===== src/rtl/execute_stage_ms.sv =====
// Registered NUM_LANES-wide execute stage: per-lane single-cycle ALU with oldest-first redirect,
// plus a lane-0 iterative MULT/DIV unit (one bit per cycle) feeding HI/LO.
module execute_stage_ms #(
    parameter int NUM_LANES  = 2,
    parameter int DWIDTH     = 32,
    parameter int PC_WIDTH   = 32,
    parameter int AWIDTH     = 5,
    parameter int IMM_WIDTH  = 16,
    parameter int JUMP_WIDTH = 26
) (
    input  logic                             es_i_clk,
    input  logic                             es_i_rst,
    input  logic                             es_i_valid,
    output logic                             es_o_ready,
    input  logic [NUM_LANES-1:0]             es_i_ce,
    input  logic [5*NUM_LANES-1:0]           es_i_ctrl,
    input  logic [NUM_LANES-1:0]             es_i_alu_src,
    input  logic [PC_WIDTH*NUM_LANES-1:0]    es_i_pc,
    input  logic [IMM_WIDTH*NUM_LANES-1:0]   es_i_imm,
    input  logic [JUMP_WIDTH*NUM_LANES-1:0]  es_i_jal_addr,
    input  logic [DWIDTH*NUM_LANES-1:0]      es_i_data_rs,
    input  logic [DWIDTH*NUM_LANES-1:0]      es_i_data_rt,
    input  logic [AWIDTH*NUM_LANES-1:0]      es_i_addr_rd,
    output logic                             es_o_valid,
    input  logic                             es_i_ready,
    output logic [NUM_LANES-1:0]             es_o_ce,
    output logic [DWIDTH*NUM_LANES-1:0]      es_o_alu_value,
    output logic [AWIDTH*NUM_LANES-1:0]      es_o_addr_rd,
    output logic                             es_o_change_pc,
    output logic [PC_WIDTH-1:0]              es_o_alu_pc,
    output logic                             es_o_illegal
);
    localparam int TOPW = PC_WIDTH - JUMP_WIDTH - 2;
    localparam int CW   = $clog2(DWIDTH);
    localparam logic [PC_WIDTH-1:0] JMASK = {{TOPW{1'b1}}, {(JUMP_WIDTH+2){1'b0}}};

    localparam logic [4:0] OP_ADD  = 5'd0,  OP_SUB   = 5'd1,  OP_AND  = 5'd2,  OP_OR   = 5'd3;
    localparam logic [4:0] OP_XOR  = 5'd4,  OP_NOR   = 5'd5,  OP_SLT  = 5'd6,  OP_SLTU = 5'd7;
    localparam logic [4:0] OP_SLL  = 5'd8,  OP_SRL   = 5'd9,  OP_SRA  = 5'd10, OP_LUI  = 5'd11;
    localparam logic [4:0] OP_JR   = 5'd12, OP_JAL   = 5'd13, OP_MULT = 5'd14, OP_MULTU = 5'd15;
    localparam logic [4:0] OP_DIV  = 5'd16, OP_DIVU  = 5'd17, OP_MFHI = 5'd18, OP_MFLO = 5'd19;

    typedef enum logic {IDLE, BUSY} md_state_t;
    md_state_t state, state_nxt;

    logic [4:0]          lane_op  [NUM_LANES];
    logic [DWIDTH-1:0]   op_a     [NUM_LANES];
    logic [DWIDTH-1:0]   op_b     [NUM_LANES];
    logic [PC_WIDTH-1:0] lane_pc  [NUM_LANES];
    logic [DWIDTH-1:0]   lane_res [NUM_LANES];
    logic [PC_WIDTH-1:0] lane_tgt [NUM_LANES];
    logic [NUM_LANES-1:0] lane_ce, lane_redir, lane_ill, ce_sq;
    logic                redir_any;
    logic [PC_WIDTH-1:0] redir_tgt;
    logic                accept, stall_out, lane0_mf, md_start, md_last;
    logic [DWIDTH-1:0]   hi, lo;

    logic [2*DWIDTH-1:0] md_p, md_p_nxt, md_prod;
    logic [DWIDTH-1:0]   md_m, md_dividend, md_q, md_r, a_abs, b_abs;
    logic [CW-1:0]       md_cnt;
    logic                md_is_div, md_neg_q, md_neg_r, md_dz;
    logic                md_signed, md_div_op, a_neg, b_neg;
    logic [DWIDTH:0]     mul_sum;
    logic [DWIDTH+1:0]   div_diff;

    always_comb begin
        for (int unsigned i = 0; i < NUM_LANES; i++) begin
            lane_op[i] = es_i_ctrl[i*5 +: 5];
            lane_pc[i] = es_i_pc[i*PC_WIDTH +: PC_WIDTH];
            op_a[i]    = es_i_data_rs[i*DWIDTH +: DWIDTH];
            op_b[i]    = es_i_alu_src[i]
                       ? {{(DWIDTH-IMM_WIDTH){es_i_imm[i*IMM_WIDTH+IMM_WIDTH-1]}}, es_i_imm[i*IMM_WIDTH +: IMM_WIDTH]}
                       : es_i_data_rt[i*DWIDTH +: DWIDTH];
        end
    end

    always_comb begin
        for (int unsigned i = 0; i < NUM_LANES; i++) begin
            lane_res[i]   = '0;
            lane_tgt[i]   = '0;
            lane_ce[i]    = 1'b0;
            lane_redir[i] = 1'b0;
            lane_ill[i]   = 1'b0;
            if (es_i_ce[i]) begin
                lane_ce[i] = 1'b1;
                case (lane_op[i])
                    OP_ADD:  lane_res[i] = op_a[i] + op_b[i];
                    OP_SUB:  lane_res[i] = op_a[i] - op_b[i];
                    OP_AND:  lane_res[i] = op_a[i] & op_b[i];
                    OP_OR:   lane_res[i] = op_a[i] | op_b[i];
                    OP_XOR:  lane_res[i] = op_a[i] ^ op_b[i];
                    OP_NOR:  lane_res[i] = ~(op_a[i] | op_b[i]);
                    OP_SLT:  lane_res[i] = {{(DWIDTH-1){1'b0}}, $signed(op_a[i]) < $signed(op_b[i])};
                    OP_SLTU: lane_res[i] = {{(DWIDTH-1){1'b0}}, op_a[i] < op_b[i]};
                    OP_SLL:  lane_res[i] = op_a[i] << op_b[i][4:0];
                    OP_SRL:  lane_res[i] = op_a[i] >> op_b[i][4:0];
                    OP_SRA:  lane_res[i] = $signed(op_a[i]) >>> op_b[i][4:0];
                    OP_LUI:  lane_res[i] = op_b[i] << 16;
                    OP_JR: begin
                        lane_redir[i] = 1'b1;
                        lane_tgt[i]   = op_a[i];
                        lane_res[i]   = lane_pc[i] + PC_WIDTH'(8);
                    end
                    OP_JAL: begin
                        lane_redir[i] = 1'b1;
                        lane_tgt[i]   = ((lane_pc[i] + PC_WIDTH'(4)) & JMASK)
                                      | {{TOPW{1'b0}}, es_i_jal_addr[i*JUMP_WIDTH +: JUMP_WIDTH], 2'b00};
                        lane_res[i]   = lane_pc[i] + PC_WIDTH'(8);
                    end
                    OP_MFHI, OP_MFLO: begin
                        if (i == 0) begin
                            lane_res[i] = (lane_op[i] == OP_MFHI) ? hi : lo;
                        end else begin
                            lane_ce[i]  = 1'b0;
                            lane_ill[i] = 1'b1;
                        end
                    end
                    OP_MULT, OP_MULTU, OP_DIV, OP_DIVU: begin
                        lane_ce[i]  = 1'b0;
                        lane_ill[i] = (i != 0);
                    end
                    default: lane_ce[i] = 1'b0;
                endcase
            end
        end
    end

    // Oldest redirecting lane wins; every younger lane is squashed.
    always_comb begin
        redir_any = 1'b0;
        redir_tgt = '0;
        ce_sq     = lane_ce;
        for (int unsigned i = 0; i < NUM_LANES; i++) begin
            if (redir_any) begin
                ce_sq[i] = 1'b0;
            end else if (lane_redir[i]) begin
                redir_any = 1'b1;
                redir_tgt = lane_tgt[i];
            end
        end
    end

    assign stall_out  = es_o_valid & ~es_i_ready;
    assign lane0_mf   = es_i_ce[0] & ((lane_op[0] == OP_MFHI) | (lane_op[0] == OP_MFLO));
    assign es_o_ready = ~stall_out & (state == IDLE) & ~(lane0_mf & (state == BUSY));
    assign accept     = es_i_valid & es_o_ready;
    assign md_start   = accept & es_i_ce[0] & (lane_op[0] >= OP_MULT) & (lane_op[0] <= OP_DIVU);

    always_ff @(posedge es_i_clk or posedge es_i_rst) begin
        if (es_i_rst) begin
            es_o_valid     <= 1'b0;
            es_o_ce        <= '0;
            es_o_alu_value <= '0;
            es_o_addr_rd   <= '0;
            es_o_change_pc <= 1'b0;
            es_o_alu_pc    <= '0;
            es_o_illegal   <= 1'b0;
        end else begin
            es_o_change_pc <= 1'b0;
            es_o_illegal   <= 1'b0;
            if (accept) begin
                es_o_valid     <= 1'b1;
                es_o_ce        <= ce_sq;
                es_o_addr_rd   <= es_i_addr_rd;
                es_o_change_pc <= redir_any;
                es_o_illegal   <= |lane_ill;
                if (redir_any) es_o_alu_pc <= redir_tgt;
                for (int unsigned i = 0; i < NUM_LANES; i++)
                    es_o_alu_value[i*DWIDTH +: DWIDTH] <= lane_res[i];
            end else if (es_o_valid & es_i_ready) begin
                es_o_valid <= 1'b0;
            end
        end
    end

    always_ff @(posedge es_i_clk or posedge es_i_rst) begin
        if (es_i_rst) state <= IDLE;
        else          state <= state_nxt;
    end

    always_comb begin
        state_nxt = state;
        md_last   = 1'b0;
        case (state)
            IDLE: if (md_start) state_nxt = BUSY;
            BUSY: if (md_cnt == CW'(DWIDTH-1)) begin
                state_nxt = IDLE;
                md_last   = 1'b1;
            end
            default: state_nxt = IDLE;
        endcase
    end

    // Signed ops run on magnitudes; signs are reapplied when HI/LO are written.
    always_comb begin
        md_signed = (lane_op[0] == OP_MULT) | (lane_op[0] == OP_DIV);
        md_div_op = (lane_op[0] == OP_DIV) | (lane_op[0] == OP_DIVU);
        a_neg     = md_signed & op_a[0][DWIDTH-1];
        b_neg     = md_signed & op_b[0][DWIDTH-1];
        a_abs     = a_neg ? -op_a[0] : op_a[0];
        b_abs     = b_neg ? -op_b[0] : op_b[0];
        mul_sum   = {1'b0, md_p[2*DWIDTH-1:DWIDTH]} + (md_p[0] ? {1'b0, md_m} : '0);
        div_diff  = {1'b0, md_p[2*DWIDTH-1:DWIDTH-1]} - {2'b00, md_m};
        if (md_is_div)
            md_p_nxt = (|div_diff[DWIDTH+1:DWIDTH]) ? {md_p[2*DWIDTH-2:0], 1'b0}
                                                    : {div_diff[DWIDTH-1:0], md_p[DWIDTH-2:0], 1'b1};
        else
            md_p_nxt = {mul_sum, md_p[DWIDTH-1:1]};
        md_prod = md_neg_q ? -md_p_nxt : md_p_nxt;
        md_q    = md_neg_q ? -md_p_nxt[DWIDTH-1:0] : md_p_nxt[DWIDTH-1:0];
        md_r    = md_neg_r ? -md_p_nxt[2*DWIDTH-1:DWIDTH] : md_p_nxt[2*DWIDTH-1:DWIDTH];
    end

    always_ff @(posedge es_i_clk or posedge es_i_rst) begin
        if (es_i_rst) begin
            md_p        <= '0;
            md_m        <= '0;
            md_cnt      <= '0;
            md_is_div   <= 1'b0;
            md_neg_q    <= 1'b0;
            md_neg_r    <= 1'b0;
            md_dz       <= 1'b0;
            md_dividend <= '0;
            hi          <= '0;
            lo          <= '0;
        end else if (md_start) begin
            md_p        <= {{DWIDTH{1'b0}}, md_div_op ? a_abs : b_abs};
            md_m        <= md_div_op ? b_abs : a_abs;
            md_cnt      <= '0;
            md_is_div   <= md_div_op;
            md_neg_q    <= a_neg ^ b_neg;
            md_neg_r    <= a_neg;
            md_dz       <= md_div_op & (op_b[0] == '0);
            md_dividend <= op_a[0];
        end else if (state == BUSY) begin
            md_p   <= md_p_nxt;
            md_cnt <= md_cnt + CW'(1);
            if (md_last) begin
                if (!md_is_div) begin
                    {hi, lo} <= md_prod;
                end else if (md_dz) begin
                    lo <= '1;
                    hi <= md_dividend;
                end else begin
                    lo <= md_q;
                    hi <= md_r;
                end
            end
        end
    end
endmodule


===== config.mk =====
export PLATFORM = sky130hd
export DESIGN_NAME = execute_stage_ms
export DESIGN_NICKNAME = d
export VERILOG_FILES = /design/src/rtl/execute_stage_ms.sv
export SDC_FILE = /design/constraint.sdc
export NUM_CORES = 2
export LEC_CHECK = 0
export CAP_MARGIN = 25
export CORE_MARGIN = 8
export CORE_UTILIZATION = 23
export DETAILED_ROUTE_END_ITERATION = 12
export GPL_TIMING_DRIVEN = 0
export PLACE_DENSITY = 0.43
export SLEW_MARGIN = 20
export SYNTH_ARGS = -nofsm -noshare
export SYNTH_HDL_FRONTEND = slang
export SYNTH_SLANG_ARGS = --single-unit

===== constraint.sdc =====
create_clock -name es_i_clk -period 31 [get_ports es_i_clk]
set_input_delay 9.3 -clock es_i_clk [delete_from_list [all_inputs] [get_ports es_i_clk]]
set_output_delay 9.3 -clock es_i_clk [all_outputs]
set_load 0.005 [all_outputs]

# After elaboration in Yosys (flattened, before gate mapping)
# Index checks and enable logic that the tools add are counted.
[totals] ramBits=0 output_inout_bits=112 n_memories=0 word_cells=185 register_bits=313 mem_bits_ro=0 latch_bits=0 input_bits=304
[classes] muxes=55 n_reduce_logical=14 n_mul=0 order_cmp=6 div=0 shifts=6 bitwise=32 add_sub_neg=16 n_eq_ne=38
[op_table] cell="32-bit 2-to-1 mux" count=21
[op_table] cell="32-bit case mux with 14 select lines" count=1
[op_table] cell="32-bit case mux with 13 select lines" count=1
[op_table] cell="64-bit 2-to-1 mux" count=5
[op_table] cell="32-bit less-than comparator" count=4
[op_table] cell="32-bit negation" count=4
[op_table] cell="32-bit case mux with 2 select lines" count=2
[op_table] cell="5-bit by 4-bit equality test with 1-bit output (second input constant)" count=15
[op_table] cell="32-bit by 3-bit adder with 32-bit output (second input constant)" count=2
[op_table] cell="32-bit adder" count=2
[op_table] cell="32-bit by 4-bit adder with 32-bit output (second input constant)" count=2
[op_table] cell="32-bit bitwise AND" count=2
[op_table] cell="64-bit negation" count=1
[op_table] cell="32-bit NOT" count=2
[op_table] cell="32-bit by 28-bit bitwise OR with 32-bit output" count=2
[op_table] cell="32-bit bitwise OR" count=2
[op_table] cell="32-bit by 5-bit left shift with 32-bit output" count=2
[op_table] cell="32-bit by 5-bit right shift with 32-bit output" count=2
[op_table] cell="32-bit by 5-bit >>> shifter with 32-bit output" count=2
[op_table] cell="32-bit subtractor" count=2
[op_table] cell="32-bit bitwise XOR" count=2
[op_table] cell="5-bit equality test (second input constant)" count=9
[op_table] cell="5-bit by 3-bit equality test with 1-bit output (second input constant)" count=8
[op_table] cell="33-bit by 32-bit subtractor with 34-bit output" count=1
[op_table] cell="other kinds (22)" count=71

# Logic depth before layout (Yosys ltp)
[depth] ltp_word=12 ltp_mapped=27

# Least setup slack after synthesis
# Ideal clock, no wire load.
[synth_path] path_type="input port to output port" startpoint="input es_i_ready" endpoint="output es_o_ready" slack_ps=12161 stages=2 required_ps=21700 t_arrival_ps=9539 path_cell_list="inv_1 a21oi_1"
[synth_via] elab_chain_cells=5
[synth_rtl] element="start: declaration" line="25" text="input logic es_i_ready,"
[synth_rtl] element="1-bit NOT" line="143" text="assign stall_out = es_o_valid & ~es_i_ready;"
[synth_rtl] element="1-bit bitwise AND" line="143"
[synth_rtl] element="1-bit NOT" line="145" text="assign es_o_ready = ~stall_out & (state == IDLE) & ~(lane0_mf & (state == BUSY));"
[synth_rtl] element="1-bit bitwise AND (2 in series)" line="145"
[synth_rtl] element="end: declaration" line="14" text="output logic es_o_ready,"
# Every way passes these cells.

# Worst setup path in the final report
# Same ends and word-level chain as after synthesis.

==> flow_results.xml <==
<?xml version="1.0" encoding="UTF-8"?>
<metrics>
  <group name="outcome">
    <metric name="run_status" unit="">finished, final reports clean</metric>
  </group>
  <group name="global_route">
    <metric name="grt_antenna_before_repair" unit="">31</metric>
    <metric name="first_pass_grt_wire_length" unit="um">407000</metric>
    <metric name="grt_remaining_overflow" unit="">0</metric>
    <metric name="first_global_vias" unit="">47700</metric>
    <metric name="grt_max_degree" unit="">93</metric>
    <metric name="grt_usage" unit="%">30.5</metric>
  </group>
  <group name="placed_design">
    <metric name="gp_congestion" unit="">1.05</metric>
    <metric name="placed_cells_incl_taps" unit="">8307</metric>
    <metric name="dp_hpwl" unit="um">251000</metric>
    <metric name="portBuffers" unit="">410</metric>
  </group>
  <group name="die">
    <metric name="initial_core_util" unit="%">23.1</metric>
    <metric name="chipHeight" unit="um">434</metric>
    <metric name="die-area" unit="sq um">188000</metric>
    <metric name="die-width" unit="um">434</metric>
    <metric name="core_region_area" unit="sq um">174000</metric>
    <metric name="placement_rows" unit="">153</metric>
    <metric name="design.portCount" unit="">416</metric>
  </group>
  <group name="timing">
    <metric name="maxClockFrequency" unit="MHz">50.3</metric>
    <metric name="clock_skew" unit="ns">0.0602</metric>
    <metric name="finalCritPeriodShare" unit="%">64.2</metric>
    <metric name="rsz0062_at_grt" unit="">false</metric>
    <metric name="worst-slew-pin-transition" unit="ns">1.32</metric>
    <metric name="final_hold_viol_count" unit="">0</metric>
    <metric name="max_slew_margin" unit="%">11.7</metric>
    <metric name="setup_violating_endpoint_count_in_the_final_report" unit="">0</metric>
    <metric name="final.setup.tns" unit="ns">0</metric>
    <metric name="timing.final.crit_period" unit="ns">19.89</metric>
    <metric name="timing.final.max_slew_violations" unit="">0</metric>
  </group>
  <group name="worst_setup_path">
    <metric name="worstPathArrival" unit="ns">10.59</metric>
    <metric name="worst-r2r-setup-slack" unit="ns">22.38</metric>
    <metric name="crit_path_start_kind" unit="">input pin</metric>
    <metric name="ordered_list_of_cells_on_the_worst_path" unit="">clkdlybuf4s50_1, inv_1, a21oi_1, clkdlybuf4s50_1</metric>
    <metric name="worstPathRequired" unit="ns">21.70</metric>
    <metric name="timing.critical_path.slowest_cell_delay" unit="ns">0.56</metric>
    <metric name="kind_of_capture_point_of_the_worst_setup_path" unit="">primary output</metric>
    <metric name="cp_common_cell" unit="">clkdlybuf4s50_1</metric>
    <metric name="worst-setup-path-type" unit="">input pin to primary output</metric>
    <metric name="cp_slowest_cell" unit="">clkdlybuf4s50_1</metric>
    <metric name="critical_path_peak_fanout" unit="">3</metric>
  </group>
  <group name="finish">
    <metric name="nets_finish" unit="">6609</metric>
    <metric name="mostFrequentLayoutCell" unit="">nand2_1</metric>
    <metric name="instances_no_fill" unit="">8398</metric>
    <metric name="fill_cells" unit="">19400</metric>
    <metric name="final_layout_size_suffix_gt1_share" unit="%">3.50</metric>
    <metric name="commonest_cells_after_routing_fill_and_taps_aside" unit="">nand2_1 (624), nor2_1 (562), o21ai_0 (509), a21oi_1 (508), clkdlybuf4s50_1 (410)</metric>
    <metric name="synthToLayoutAreaGrowth" unit="%">22.6</metric>
  </group>
  <group name="pwr">
    <metric name="clock_power_share" unit="%">14.1</metric>
    <metric name="report.power.total" unit="W">0.00397</metric>
    <metric name="p_switching" unit="W">0.00218</metric>
    <metric name="cell_internal_pwr" unit="W">0.00180</metric>
    <metric name="power.ir.vdd_worst" unit="mV">0.0432</metric>
    <metric name="power.share.switching" unit="%">54.8</metric>
    <metric name="power_leakage" unit="nW">19.5</metric>
    <metric name="power_per_cell_area" unit="nW/um^2">80.8</metric>
    <metric name="seq_power_share" unit="%">19.7</metric>
    <metric name="comb_power_share" unit="%">66.1</metric>
  </group>
  <group name="yosys">
    <metric name="postSynthCellCount" unit="">5546</metric>
    <metric name="synth-seq-area-share" unit="%">19.5</metric>
    <metric name="synth.avg_cell_area" unit="sq um">7.23</metric>
    <metric name="post_synth_instance_area" unit="sq um">40100</metric>
    <metric name="async_s_r_ff_share_synth" unit="%">100</metric>
    <metric name="synth-main-ff-cell" unit="">dfrtp_1</metric>
    <metric name="synth_top_area_share" unit="%">19.5</metric>
    <metric name="synth.top_cells.by_area" unit="">dfrtp_1 (20%), ha_1 (8.3%), mux2i_1 (6.5%), o21ai_0 (6.4%), a21oi_1 (6.3%)</metric>
    <metric name="synth_seq_cells" unit="">313</metric>
    <metric name="netlist.top_cell.by_area" unit="">dfrtp_1</metric>
    <metric name="synthesis.yosys.warnings" unit="">0</metric>
    <metric name="post_synth_num_cell_types" unit="">97</metric>
    <metric name="synth_fp_nets" unit="">6122</metric>
    <metric name="synth-edff-count" unit="">0</metric>
  </group>
  <group name="clocking">
    <metric name="htree_levels" unit="">2</metric>
    <metric name="cts.sinks" unit="">313</metric>
    <metric name="worstSkewPairLatency" unit="ns">0.70</metric>
    <metric name="clk_root_buffer_cell" unit="">clkbuf_16</metric>
    <metric name="cts_max_path_buffers" unit="">3</metric>
    <metric name="tritoncts.num_buffers" unit="">44</metric>
    <metric name="cts_hold_buffers" unit="">0</metric>
    <metric name="cts_post_setup_buffers_inserted" unit="">0</metric>
    <metric name="path_clk_slew" unit="ns">0.06</metric>
    <metric name="tritoncts" unit="">yes</metric>
    <metric name="cts.repair.resized" unit="">0</metric>
  </group>
  <group name="detailed_routing">
    <metric name="avgViaCountPerCell" unit="">5.96</metric>
    <metric name="drt_first_pass_iters" unit="">6</metric>
    <metric name="routed_wire_length_per_instance" unit="um">36.0</metric>
    <metric name="num_vias" unit="">50100</metric>
    <metric name="drt-initial-drc-count" unit="">6263</metric>
    <metric name="final_antenna_net_count" unit="">0</metric>
    <metric name="remaining_drc_errors" unit="">0</metric>
    <metric name="wl" unit="um">302000</metric>
  </group>
  <group name="hold_path">
    <metric name="worst_hold_path_type" unit="">flop to flop</metric>
  </group>
  <group name="flow_run">
    <metric name="max_cap_viol_count" unit="">0</metric>
  </group>
</metrics>
logic make-up (layout without fill, tap and decap cells):
logic type	Yosys count	after routing	synth area share, %
fa+ha+maj	272	272	8.60
flops	313	313	19.5
mux	282	282	7.33
simple gates	1721	1721	19.1
buf+inv	643	1161	6.04
compound gates	2053	2053	33.7
other cells	0	9	0
xor+xnor	262	262	5.72
critical path, delay by kind of cell:
family          cells  cell delay [ns]
compound gates      1             0.23
buf+inv             3             1.06
worst paths after layout:
| kind | from | endpoint | cells past startpoint |
|---|---|---|---|
| max reg2reg | md_is_div | hi[4] | 22 |
| min in group asynchronous | es_i_rst | es_o_valid | 2 |
| min reg2reg | es_o_alu_value[13] | es_o_alu_value[13] | 2 |
| min | es_o_alu_value[13] | es_o_alu_value[13] | 2 |
| max | es_i_ready | es_o_ready | 4 |
| max in group asynchronous | es_i_rst | es_o_alu_value[5] | 4 |
power groups by stage:
stage                     Clock, W  Combinational (W)  Sequential [W]
after global placement           0            0.00254        0.000781
final                     0.000562            0.00263        0.000784
after CTS                 0.000570            0.00256        0.000777
after floorplan                  0            0.00156        0.000670
after detailed placement         0            0.00255        0.000781
after global routing      0.000582            0.00278        0.000795
area by class of cell:
type                    count  area, sq um  share of cell area [%]
clock buffers              57         1200                    2.44
plain buffers             390         1480                    3.02
repair buffers            441         4450                    9.06
clock inverters            20          300                   0.611
well taps                2325         2910                    5.92
multi-input cells        4590        30000                    61.0
flip-flops and latches    313         7830                    15.9
diodes                      9         22.5                  0.0458
inverters                 253          957                    1.95
sequential cells by signal, indices dropped and copies added (netlist names), 2 cells and up:
signal	cells
md_cnt	5
md_m	32
es_o_alu_pc	32
md_p	64
md_dividend	32
es_o_ce	2
es_o_alu_value	64
es_o_addr_rd	10
hi	32
lo	32
synthesized netlist by cell type, types with 23 or more instances:
| library cell | count |
|---|---|
| and3_1 | 42 |
| nor2_1 | 563 |
| dfrtp_1 | 313 |
| nand4_1 | 39 |
| inv_1 | 242 |
| nand2_1 | 625 |
| and2_1 | 60 |
| o22ai_1 | 54 |
| a31oi_1 | 48 |
| a21o_1 | 77 |
| mux2i_1 | 261 |
| ha_1 | 266 |
| nor3_1 | 113 |
| o22a_1 | 40 |
| o21ai_0 | 510 |
| a22o_1 | 67 |
| a221o_1 | 61 |
| nand2b_1 | 44 |
| o221ai_1 | 60 |
| o211ai_1 | 89 |
| nor4_1 | 24 |
| xor2_1 | 96 |
| buf_1 | 46 |
| o2111ai_1 | 29 |
| o21bai_1 | 57 |
| a21oi_1 | 508 |
| o21a_1 | 23 |
| a211oi_1 | 49 |
| a22oi_1 | 70 |
| o31ai_1 | 37 |
| a221oi_1 | 76 |
| nand3_1 | 93 |
| xnor2_1 | 166 |
| clkbuf_1 | 338 |
| or3_1 | 42 |
routing by layer:
layer / track usage [%] / wire length [um]
met2: 47.2 / 131000
met5: 0 / 90
met1: 40.5 / 129000
met4: 15.1 / 18200
met3: 5.84 / 23600
stage by stage:
stage | worst slack [ns] | util, % | instance area [sq um] | hold WS (ns)
final | 11.11 | 28.3 | 49200 | 0.479
after detailed placement | 11.11 | 27.4 | 47600 | 0.466
after global routing | 11.06 | 28.3 | 49100 | 0.496
after global placement | 7.01 | 27.1 | 47100 | 0.464
after CTS | 11.09 | 28.3 | 49100 | 0.483
after floorplan | 12.16 | - | 40100 | 0.441
(Power assumes the default switching activity.)
